==> src/rtl/jtframe_cen_sched.sv <==
// Fractional clock-enable scheduler: cen/cenb at f_clk*n/m, gated by PLL lock, with ratio updates.
// Optional monitor outputs (lost, cen_cnt) exist only when JTFRAME_CEN_MON_EN is defined.
module jtframe_cen_sched #(
  parameter int W         = 10,
  parameter int LOCK_WAIT = 16,
  parameter int N_INIT    = 1,
  parameter int M_INIT    = 8
) (
  input  logic         clk,
  input  logic         rst,
  input  logic         locked,
  input  logic [W-1:0] n,
  input  logic [W-1:0] m,
  input  logic         upd,
  output logic         upd_ack,
  output logic         err,
  output logic         run,
  output logic         cen,
  output logic         cenb
`ifdef JTFRAME_CEN_MON_EN
  ,
  output logic         lost,
  output logic [15:0]  cen_cnt
`endif
);

  localparam int CW = (LOCK_WAIT > 1) ? $clog2(LOCK_WAIT) : 1;

  localparam logic [1:0] StWaitLock = 2'd0;
  localparam logic [1:0] StSettle   = 2'd1;
  localparam logic [1:0] StRun      = 2'd2;

  logic [1:0]   state_q, state_d;
  logic [CW-1:0] cnt_q, cnt_d;
  logic [W:0]   acc_q, acc_d;
  logic [W-1:0] act_n_q, act_n_d, act_m_q, act_m_d;
  logic         pend_q, pend_d;
  logic [W-1:0] pend_n_q, pend_n_d, pend_m_q, pend_m_d;
  logic         cen_q, cenb_q, ack_q, err_q;

  logic         active, wrap, half, apply, req_ok;
  logic [W:0]   sum, acc_step, half_m;

  always_comb begin
    active   = (state_q == StRun) && locked;
    sum      = acc_q + {1'b0, act_n_q};
    half_m   = {2'b00, act_m_q[W-1:1]};
    wrap     = active && (sum >= {1'b0, act_m_q});
    acc_step = wrap ? sum - {1'b0, act_m_q} : sum;
    half     = active && !wrap && (acc_q < half_m) && (sum >= half_m);
    // In RUN a new ratio only takes effect on a wrap so no interval is cut short
    apply    = pend_q && ((state_q == StRun) ? wrap : 1'b1);
    req_ok   = (n != '0) && ({n, 1'b0} <= {1'b0, m});
  end

  always_comb begin
    state_d  = state_q;
    cnt_d    = cnt_q;
    act_n_d  = act_n_q;
    act_m_d  = act_m_q;
    pend_d   = pend_q;
    pend_n_d = pend_n_q;
    pend_m_d = pend_m_q;
    acc_d    = '0;

    if (active) begin
      acc_d = acc_step;
    end
    if (apply) begin
      act_n_d = pend_n_q;
      act_m_d = pend_m_q;
      if (acc_d >= {1'b0, pend_m_q}) begin
        acc_d = '0;
      end
    end

    if (upd && req_ok) begin
      pend_d   = 1'b1;
      pend_n_d = n;
      pend_m_d = m;
    end else if (apply) begin
      pend_d = 1'b0;
    end

    case (state_q)
      StWaitLock: begin
        cnt_d = '0;
        if (locked) begin
          state_d = StSettle;
        end
      end
      StSettle: begin
        if (!locked) begin
          state_d = StWaitLock;
          cnt_d   = '0;
        end else if (cnt_q == CW'(LOCK_WAIT - 1)) begin
          state_d = StRun;
          cnt_d   = '0;
        end else begin
          cnt_d = cnt_q + 1'b1;
        end
      end
      StRun: begin
        if (!locked) begin
          state_d = StWaitLock;
        end
      end
      default: begin
        state_d = StWaitLock;
        cnt_d   = '0;
      end
    endcase
  end

  always_ff @(posedge clk) begin
    if (rst) begin
      state_q  <= StWaitLock;
      cnt_q    <= '0;
      acc_q    <= '0;
      act_n_q  <= W'(N_INIT);
      act_m_q  <= W'(M_INIT);
      pend_q   <= 1'b0;
      pend_n_q <= '0;
      pend_m_q <= '0;
      cen_q    <= 1'b0;
      cenb_q   <= 1'b0;
      ack_q    <= 1'b0;
      err_q    <= 1'b0;
    end else begin
      state_q  <= state_d;
      cnt_q    <= cnt_d;
      acc_q    <= acc_d;
      act_n_q  <= act_n_d;
      act_m_q  <= act_m_d;
      pend_q   <= pend_d;
      pend_n_q <= pend_n_d;
      pend_m_q <= pend_m_d;
      cen_q    <= wrap;
      cenb_q   <= half;
      ack_q    <= apply;
      err_q    <= upd && !req_ok;
    end
  end

  assign run     = (state_q == StRun);
  assign cen     = cen_q;
  assign cenb    = cenb_q;
  assign upd_ack = ack_q;
  assign err     = err_q;

`ifdef JTFRAME_CEN_MON_EN
  logic        lost_q;
  logic [15:0] cen_cnt_q;

  always_ff @(posedge clk) begin
    if (rst) begin
      lost_q    <= 1'b0;
      cen_cnt_q <= '0;
    end else begin
      lost_q    <= lost_q | ((state_q == StRun) && !locked);
      cen_cnt_q <= cen_cnt_q + 16'(cen_q);
    end
  end

  assign lost    = lost_q;
  assign cen_cnt = cen_cnt_q;
`endif

endmodule

==> config.mk <==
export PLATFORM = sky130hd
export DESIGN_NAME = jtframe_cen_sched
export DESIGN_NICKNAME = d
export VERILOG_FILES = /design/src/rtl/jtframe_cen_sched.sv
export SDC_FILE = /design/constraint.sdc
export NUM_CORES = 1
export LEC_CHECK = 0
export BUFFER_PORTS_ARGS = -buffer_cell sky130_fd_sc_hd__clkbuf_2
export CAP_MARGIN = 5
export CELL_PAD_IN_SITES_DETAIL_PLACEMENT = 0
export CELL_PAD_IN_SITES_GLOBAL_PLACEMENT = 1
export CORE_MARGIN = 4
export CORE_UTILIZATION = 30
export DETAILED_ROUTE_END_ITERATION = 10
export GPL_TIMING_DRIVEN = 0
export PLACE_DENSITY = 0.52
export SYNTH_ARGS = -nofsm -noshare
export SYNTH_HDL_FRONTEND = slang
export SYNTH_SLANG_ARGS = --single-unit
==> constraint.sdc <==
create_clock -name clk -period 6 [get_ports clk]
set_clock_uncertainty 0.15 [all_clocks]
set_input_delay 1.2 -clock clk [delete_from_list [all_inputs] [get_ports clk]]
set_output_delay 1.2 -clock clk [all_outputs]
set_load 0.05 [all_outputs]
==> out/results.tsv, run 1 <==
stage	metric	value	unit
outcome	status	completed	
worst_setup_path	crit-path max FO	10	
timing	Final min period	5500	ps
route	drc violations	0	
timing	Fmax	182	MHz
timing	Hold Violations, Final	0	
clock_network	Hold-fix buffers, CTS	0	
floorplan	Die X	124	um
finish	fill count	1365	
clock_network	CTS root buffer	clkbuf_16	
pwr	Internal	832	uW
floorplan	die area	0.0153	mm2
route	Post-DRT Antenna Nets	0	
timing	WHS	311	ps
clock_network	clock slew at reported path FFs	50	ps
logic_synthesis	Ys Warns	0	
worst_setup_path	WP data arrival	5600	ps
global_routing	Tot GR Track Use	14.4	%
worst_setup_path	WP buf/inv	2	
worst_setup_path	CP dominant cell by count	a21oi_1	
place	Placed Cells	666	
clock_network	TritonCTS clock tree	yes	
floorplan	Initial Util	30.5	%
route	WL per Instance	15.1	um
logic_synthesis	number of synthesized flops with an enable pin	0	
global_routing	first-pass GRT wire length	16900	um
route	DRT Pass-1 Iters	4	
route	DRT Wirelength	10300	um
route	1st-iter DRT viols	170	
logic_synthesis	Seq cells post-synth	62	
min_path	Hold Crit Start	pend_n_q[3]	
logic_synthesis	mean post-synth cell area	8.71	um2
floorplan	Core Area	0.0132	mm2
route	routed vias	3298	
floorplan	# IOs	29	
pwr	switch share	22.8	%
pwr	Psw	246	uW
logic_synthesis	post-synthesis cell type count	56	
pwr	Seq pwr share	39.7	%
floorplan	# rows	42	
timing	Relative slew margins	66.7	%
flow_run	max cap viols	0	
finish	nets@finish	585	
global_routing	grt total ovfl	0	
timing	worst slew pin tran	495	ps
worst_setup_path	CP endpoint kind	register	
global_routing	vias in the first global route	3288	
place	port bufs	28	
route	vias per std cell	4.83	
clock_network	worst skew pair latency	320	ps
clock_network	CTS Buf Count	9	
place	GP Congestion	0.765	
place	DP HPWL	8610	um
finish	non-filler cells, final	683	
logic_synthesis	Top FF cell, synth	dfxtp_1	
logic_synthesis	Mapped Cells	462	
logic_synthesis	post-synthesis cell area	0.00402	mm2
place	placed cell area	0.00438	mm2
min_path	hold crit path type	register to register	
clock_network	maximum buffer depth of the clock tree	2	
timing	fin crit share	91.7	%
pwr	combinational fraction of design power	10.2	%
pwr	worst vdd ir	0.000123	V
worst_setup_path	CP required	6100	ps
worst_setup_path	CP max stage delay	420	ps
clock_network	clock sinks	62	
worst_setup_path	Top delay family on crit path	compound AO/OA/AOI/OAI gates	
pwr	leakage power	2.24	nW
clock_network	# H-tree levels	3	
logic_synthesis	syn_nets	545	
finish	n_diodes	0	
floorplan	Die H	124	um
finish	Synth-to-Final Area Change	18.2	%
finish	cell area after layout	0.00475	mm2
finish	share of cells above drive strength 1	14.0	%
worst_setup_path	r2r startpoint	act_n_q[0]	
pwr	Clk network pwr share	50.2	%
worst_setup_path	Reg2Reg Setup Slack	500	ps
worst_setup_path	CP Launch Type	register	
pwr	Power Density	227	mW/mm2
timing	Slew Limit Fails	0	
global_routing	largest net degree at the start of global routing	11	
global_routing	initial antenna violation count	0	
logic_synthesis	share of flip-flops with an asynchronous set or reset	0	%
worst_setup_path	crit path from	act_n_q[0]	
logic_synthesis	sequential-to-total area share from yosys stat	30.8	%
worst_setup_path	CP Class	register to register	
timing	Final Setup Violations	0	
worst_setup_path	CP max stage cell	a2111oi_0	
## power groups by stage
| stage | Sequential, mW | Clock [mW] | Combinational (mW) |
|---|---|---|---|
| detailed placement | 0.436 | 0 | 0.110 |
| global placement | 0.436 | 0 | 0.109 |
| floorplan | 0.436 | 0 | 0.0723 |
| CTS | 0.427 | 0.554 | 0.110 |
| finish | 0.427 | 0.541 | 0.110 |
| global route | 0.428 | 0.571 | 0.124 |
## worst reg2reg max path, stage by stage, from the launching register on
cell       delay [ps]
dfxtp_1           350
ha_1              220
inv_1              70
fa_1              400
nor2b_1           160
o31a_1            200
o21ai_0           120
a21oi_1           210
xor2_1            280
ha_2              380
a21oi_1           150
o21ai_0            90
nand2_1            70
o21a_1            150
o211ai_1          140
buf_6             200
and2_1            220
o22a_1            250
ha_1              320
nand2_1            80
nor2_1             40
a2111oi_0         420
a21oi_1           170
nor3_2            190
a31oi_4           190
nor3b_1           200
## per-layer routing
metal	share of wire [%]	track usage [%]	vias up
met2	46	23.0	50
met3	3.0	2.54	7
met5	0	0	-
met1	50	19.7	1501
li1	-	-	1740
met4	1.2	4.36	0
## cells in the mapped netlist, types with 3 or more instances
library cell	instances	area (um2)
and2_1	3	18.8
clkbuf_1	5	18.8
a22oi_1	3	22.5
xor2_1	3	26.3
nand2_1	20	75.1
a21oi_1	29	145
or2_2	3	18.8
o21ai_0	23	115
and3_1	3	18.8
nor3_1	11	55.1
o21a_1	5	37.5
a211oi_1	4	30.0
nand3_1	11	55.1
buf_2	6	30.0
ha_1	57	713
nand2b_1	6	37.5
a21o_1	6	45.0
nor2_1	56	210
xnor2_1	9	78.8
inv_1	39	146
or4_1	3	22.5
mux2i_1	24	240
a22o_1	18	158
nor2b_1	9	56.3
and3b_1	3	26.3
dfxtp_1	62	1240
## cells in the final DEF (no fill, tap or decap), types with 10 or more instances in the layout
cell / netlist / final
a22o_1: 18 / 18
nand3_1: 11 / 11
a21oi_1: 29 / 28
o21ai_0: 23 / 23
nor3_1: 11 / 10
clkbuf_2: 0 / 28
nand2_1: 20 / 19
dfxtp_1: 62 / 62
ha_1: 57 / 56
inv_1: 39 / 39
mux2i_1: 24 / 24
nor2_1: 56 / 55
## through the flow
| stage | setup TNS [ps] | total power [mW] | setup slack (ps) | utilization [%] |
|---|---|---|---|---|
| detailed placement | 0 | 0.546 | 48.8 | 33.2 |
| floorplan | 0 | 0.508 | 1160 | - |
| CTS | 0 | 1.09 | 26.6 | 35.7 |
| global route | -13.8 | 1.12 | -13.8 | 36.0 |
| global placement | 0 | 0.544 | 108 | 33.2 |
| finish | 0 | 1.08 | 496 | 36.0 |
## sequential cells by signal (all words and copies together), names as in the netlist, 2 cells and up
signal    count
act_n_q      10
acc_q        11
state_q       2
pend_n_q     10
act_m_q      10
pend_m_q     10
cnt_q         4
## path summary, 6_finish.rpt
check,end,cells past startpoint
max,acc_q[9],25
min,act_n_q[3],1
max reg2reg,acc_q[9],25
min reg2reg,act_n_q[3],1
## final cells by class
class	count	area (um2)	share of cell area (%)
multi-input cells	349	2620	55.1
flip-flops and latches	62	1240	26.1
clock buffers	13	280	5.89
well taps	176	220	4.63
repair buffers	29	148	3.11
inverters	39	146	3.08
plain buffers	12	60.1	1.26
clock inverters	3	40.0	0.842
## cells by family after synthesis
| family | share of synthesized area (%) |
|---|---|
| AOI/OAI and AO/OA | 19.6 |
| xor gates and xnor gates | 2.61 |
| adders and majority gates | 18.7 |
| buffers and inverters | 5.04 |
| DFF | 30.8 |
| muxes | 5.97 |
| and+or+nand+nor | 17.3 |
## timing repair
item / CTS / global route
buffers inserted: 0 / 1
gates resized for setup: 0 / 10
endpoints found under the setup margin: 0 / 10
No activity file was read; power rests on OpenSTA's default activity.
==> run 2, diff against run 1 <==
--- a/config.mk
+++ b/config.mk
@@ -10,10 +10,10 @@
 export CELL_PAD_IN_SITES_DETAIL_PLACEMENT = 0
 export CELL_PAD_IN_SITES_GLOBAL_PLACEMENT = 1
 export CORE_MARGIN = 4
-export CORE_UTILIZATION = 30
+export CORE_UTILIZATION = 47
 export DETAILED_ROUTE_END_ITERATION = 10
 export GPL_TIMING_DRIVEN = 0
-export PLACE_DENSITY = 0.52
+export PLACE_DENSITY = 0.77
 export SYNTH_ARGS = -nofsm -noshare
 export SYNTH_HDL_FRONTEND = slang
 export SYNTH_SLANG_ARGS = --single-unit
==> run 2 against run 1 <==
Against the previous run:
- largest cell class unchanged
- sequential share of layout area is 1.4 points higher
- combinational power hardly changed
- largest power group is now registers
- register-to-register slack worse by 50 ps
==> out/results.tsv, run 2 (synthesized netlist as in run 1, its figures left out) <==
stage	metric	value	unit	change
clock_network	TritonCTS clock tree	yes		
flow_run	max cap viols	0		unchanged
timing	Relative slew margins	68.6	%	+1.9 points
finish	share of cells above drive strength 1	12.7	%	-1.3 points
timing	fin crit share	92.5	%	+0.80 points
global_routing	vias in the first global route	3458		+5.2%
floorplan	Core Area	0.00826	mm2	-37%
timing	Final min period	5550	ps	+48.2 ps
place	port bufs	28		unchanged
worst_setup_path	CP required	6090	ps	about the same
clock_network	Hold-fix buffers, CTS	0		unchanged
worst_setup_path	CP Class	register to register		
floorplan	Initial Util	48.7	%	+18 points
pwr	Clk network pwr share	39.7	%	-10 points
clock_network	clock slew at reported path FFs	70	ps	+20 ps
pwr	leakage power	2.16	nW	-3.3%
route	vias per std cell	5.53		+15%
global_routing	grt total ovfl	0		unchanged
route	DRT Pass-1 Iters	4		unchanged
clock_network	clock sinks	62		unchanged
clock_network	worst skew pair latency	330	ps	about the same
pwr	switch share	24.9	%	+2.1 points
worst_setup_path	Top delay family on crit path	compound AO/OA/AOI/OAI gates		
floorplan	# rows	33		-21%
clock_network	CTS Buf Count	9		unchanged
timing	worst slew pin tran	469	ps	-25.5 ps
finish	Top reg by flops	acc_q		
pwr	combinational fraction of design power	12.2	%	+2.0 points
global_routing	largest net degree at the start of global routing	11		unchanged
route	drc violations	0		unchanged
pwr	Internal	666	uW	-20%
global_routing	initial antenna violation count	0		unchanged
route	1st-iter DRT viols	96		-44%
pwr	Psw	221	uW	-10%
timing	Slew Limit Fails	0		unchanged
pwr	worst vdd ir	0.000197	V	+61%
place	DP HPWL	7830	um	-9.0%
worst_setup_path	WP data arrival	5640	ps	+40 ps
route	WL per Instance	15.3	um	+1.4%
timing	setup_tns	0	ps	unchanged
worst_setup_path	WP buf/inv	1		-1
worst_setup_path	CP max stage delay	360	ps	-60 ps
place	Placed Cells	595		-11%
finish	Synth-to-Final Area Change	12.0	%	
clock_network	maximum buffer depth of the clock tree	2		unchanged
route	DRT Wirelength	9330	um	-9.5%
place	GP Congestion	0.822		+7.5%
outcome	status	completed		
pwr	Power Density	197	mW/mm2	-13%
place	dpl ws	233	ps	+184 ps
finish	non-filler cells, final	610		-11%
route	Post-DRT Antenna Nets	0		unchanged
worst_setup_path	CP endpoint kind	register		
timing	Fmax	180	MHz	-0.87%
timing	Final Setup Violations	0		unchanged
clock_network	CTS root buffer	clkbuf_8		
finish	fill count	809		-41%
min_path	hold crit path type	register to register		
route	routed vias	3374		+2.3%
floorplan	die area	0.0101	mm2	-34%
finish	commonest non-fill, non-tap cell in the layout	dfxtp_1		
finish	max FFs per register	11		unchanged
pwr	Seq pwr share	48.1	%	+8.4 points
finish	nets@finish	584		-0.17%
worst_setup_path	CP Launch Type	register		
worst_setup_path	crit-path max FO	10		unchanged
clock_network	# H-tree levels	3		unchanged
floorplan	# IOs	29		unchanged
floorplan	Die H	101	um	-19%
worst_setup_path	crit path cell chain	ha_1 -> a211oi_1 -> o21ai_1 -> a211o_1 -> a31o_2 -> a21oi_1 -> xnor2_1 -> ha_1 -> nand3_1 -> nor2_1 -> o21ai_0 -> o21a_1 -> o211ai_1 -> buf_4 -> mux2i_2 -> nor2_1 -> ha_1 -> a21oi_1 -> nor2_1 -> a2111oi_1 -> a21oi_1 -> nor3_2 -> a31oi_4 -> nor3b_1		
timing	WHS	295	ps	-16.4 ps
global_routing	Tot GR Track Use	19.9	%	+5.6 points
timing	Hold Violations, Final	0		unchanged
global_routing	first-pass GRT wire length	16100	um	-4.6%
timing	worst setup margin	448	ps	-48.2 ps
finish	n_diodes	0		unchanged
worst_setup_path	CP max stage cell	ha_1		
finish	most frequent cells in the layout	dfxtp_1 (62), ha_1 (57), nor2_1 (56), inv_1 (39)		
floorplan	Die X	101	um	-19%
==> run 2: path summary, 6_finish.rpt <==
kind                     from         end  slack (ps)  cells after the start
hold / removal    pend_n_q[0]  act_n_q[0]         290                      2
hold reg to reg   pend_n_q[0]  act_n_q[0]         290                      2
setup reg to reg     acc_q[1]    acc_q[9]         450                     24
setup / recovery     acc_q[1]    acc_q[9]         450                     24
==> run 2: metal layers <==
layer / track usage, % / vias up / share of wire [%]
li1: - / 1735 / -
met4: 4.97 / 0 / 0.89
met5: 0 / - / 0
met2: 35.0 / 59 / 48
met1: 25.7 / 1571 / 47
met3: 2.98 / 9 / 3.5
==> run 2: cell type report <==
cell class              count  area (um2)  area share (%)
clock buffers              11         141            3.14
clock inverters             4        47.5            1.05
multi-input cells         349        2600            57.7
plain buffers              12        56.3            1.25
flip-flops and latches     62        1240            27.5
well taps                 105         131            2.92
inverters                  39         146            3.25
repair buffers             28         140            3.11
==> run 2: repair_timing <==
action	CTS	global route
setup endpoints to repair	0	10
gates resized for setup	0	6
buffers inserted	0	0
==> run 2: power by group through the flow <==
stage / clock network [mW] / registers, mW / logic [mW]
after detailed placement: 0 / 0.436 / 0.107
after global routing: 0.378 / 0.427 / 0.123
after CTS: 0.361 / 0.427 / 0.108
final: 0.352 / 0.426 / 0.108
after global placement: 0 / 0.435 / 0.105
after floorplan: 0 / 0.436 / 0.0723
==> run 2: metrics by stage <==
step | power [mW] | utilization [%] | instance area [um2]
after global routing | 0.928 | 54.6 | 4510
after global placement | 0.540 | 52.0 | 4300
final | 0.886 | 54.6 | 4510
after floorplan | 0.508 | - | 4020
after detailed placement | 0.543 | 52.0 | 4300
after CTS | 0.895 | 54.3 | 4480
==> run 2: worst reg2reg max path: stages, from the launching register on <==
cell and delay [ps]:
dfxtp_1 330, ha_1 310, a211oi_1 320, o21ai_1 160, a211o_1 300, a31o_2 240, a21oi_1 180, xnor2_1 120
ha_1 360, nand3_1 100, nor2_1 130, o21ai_0 120, o21a_1 210, o211ai_1 120, buf_4 250, mux2i_2 310
nor2_1 80, ha_1 310, a21oi_1 160, nor2_1 70, a2111oi_1 360, a21oi_1 160, nor3_2 200, a31oi_4 190
nor3b_1 220
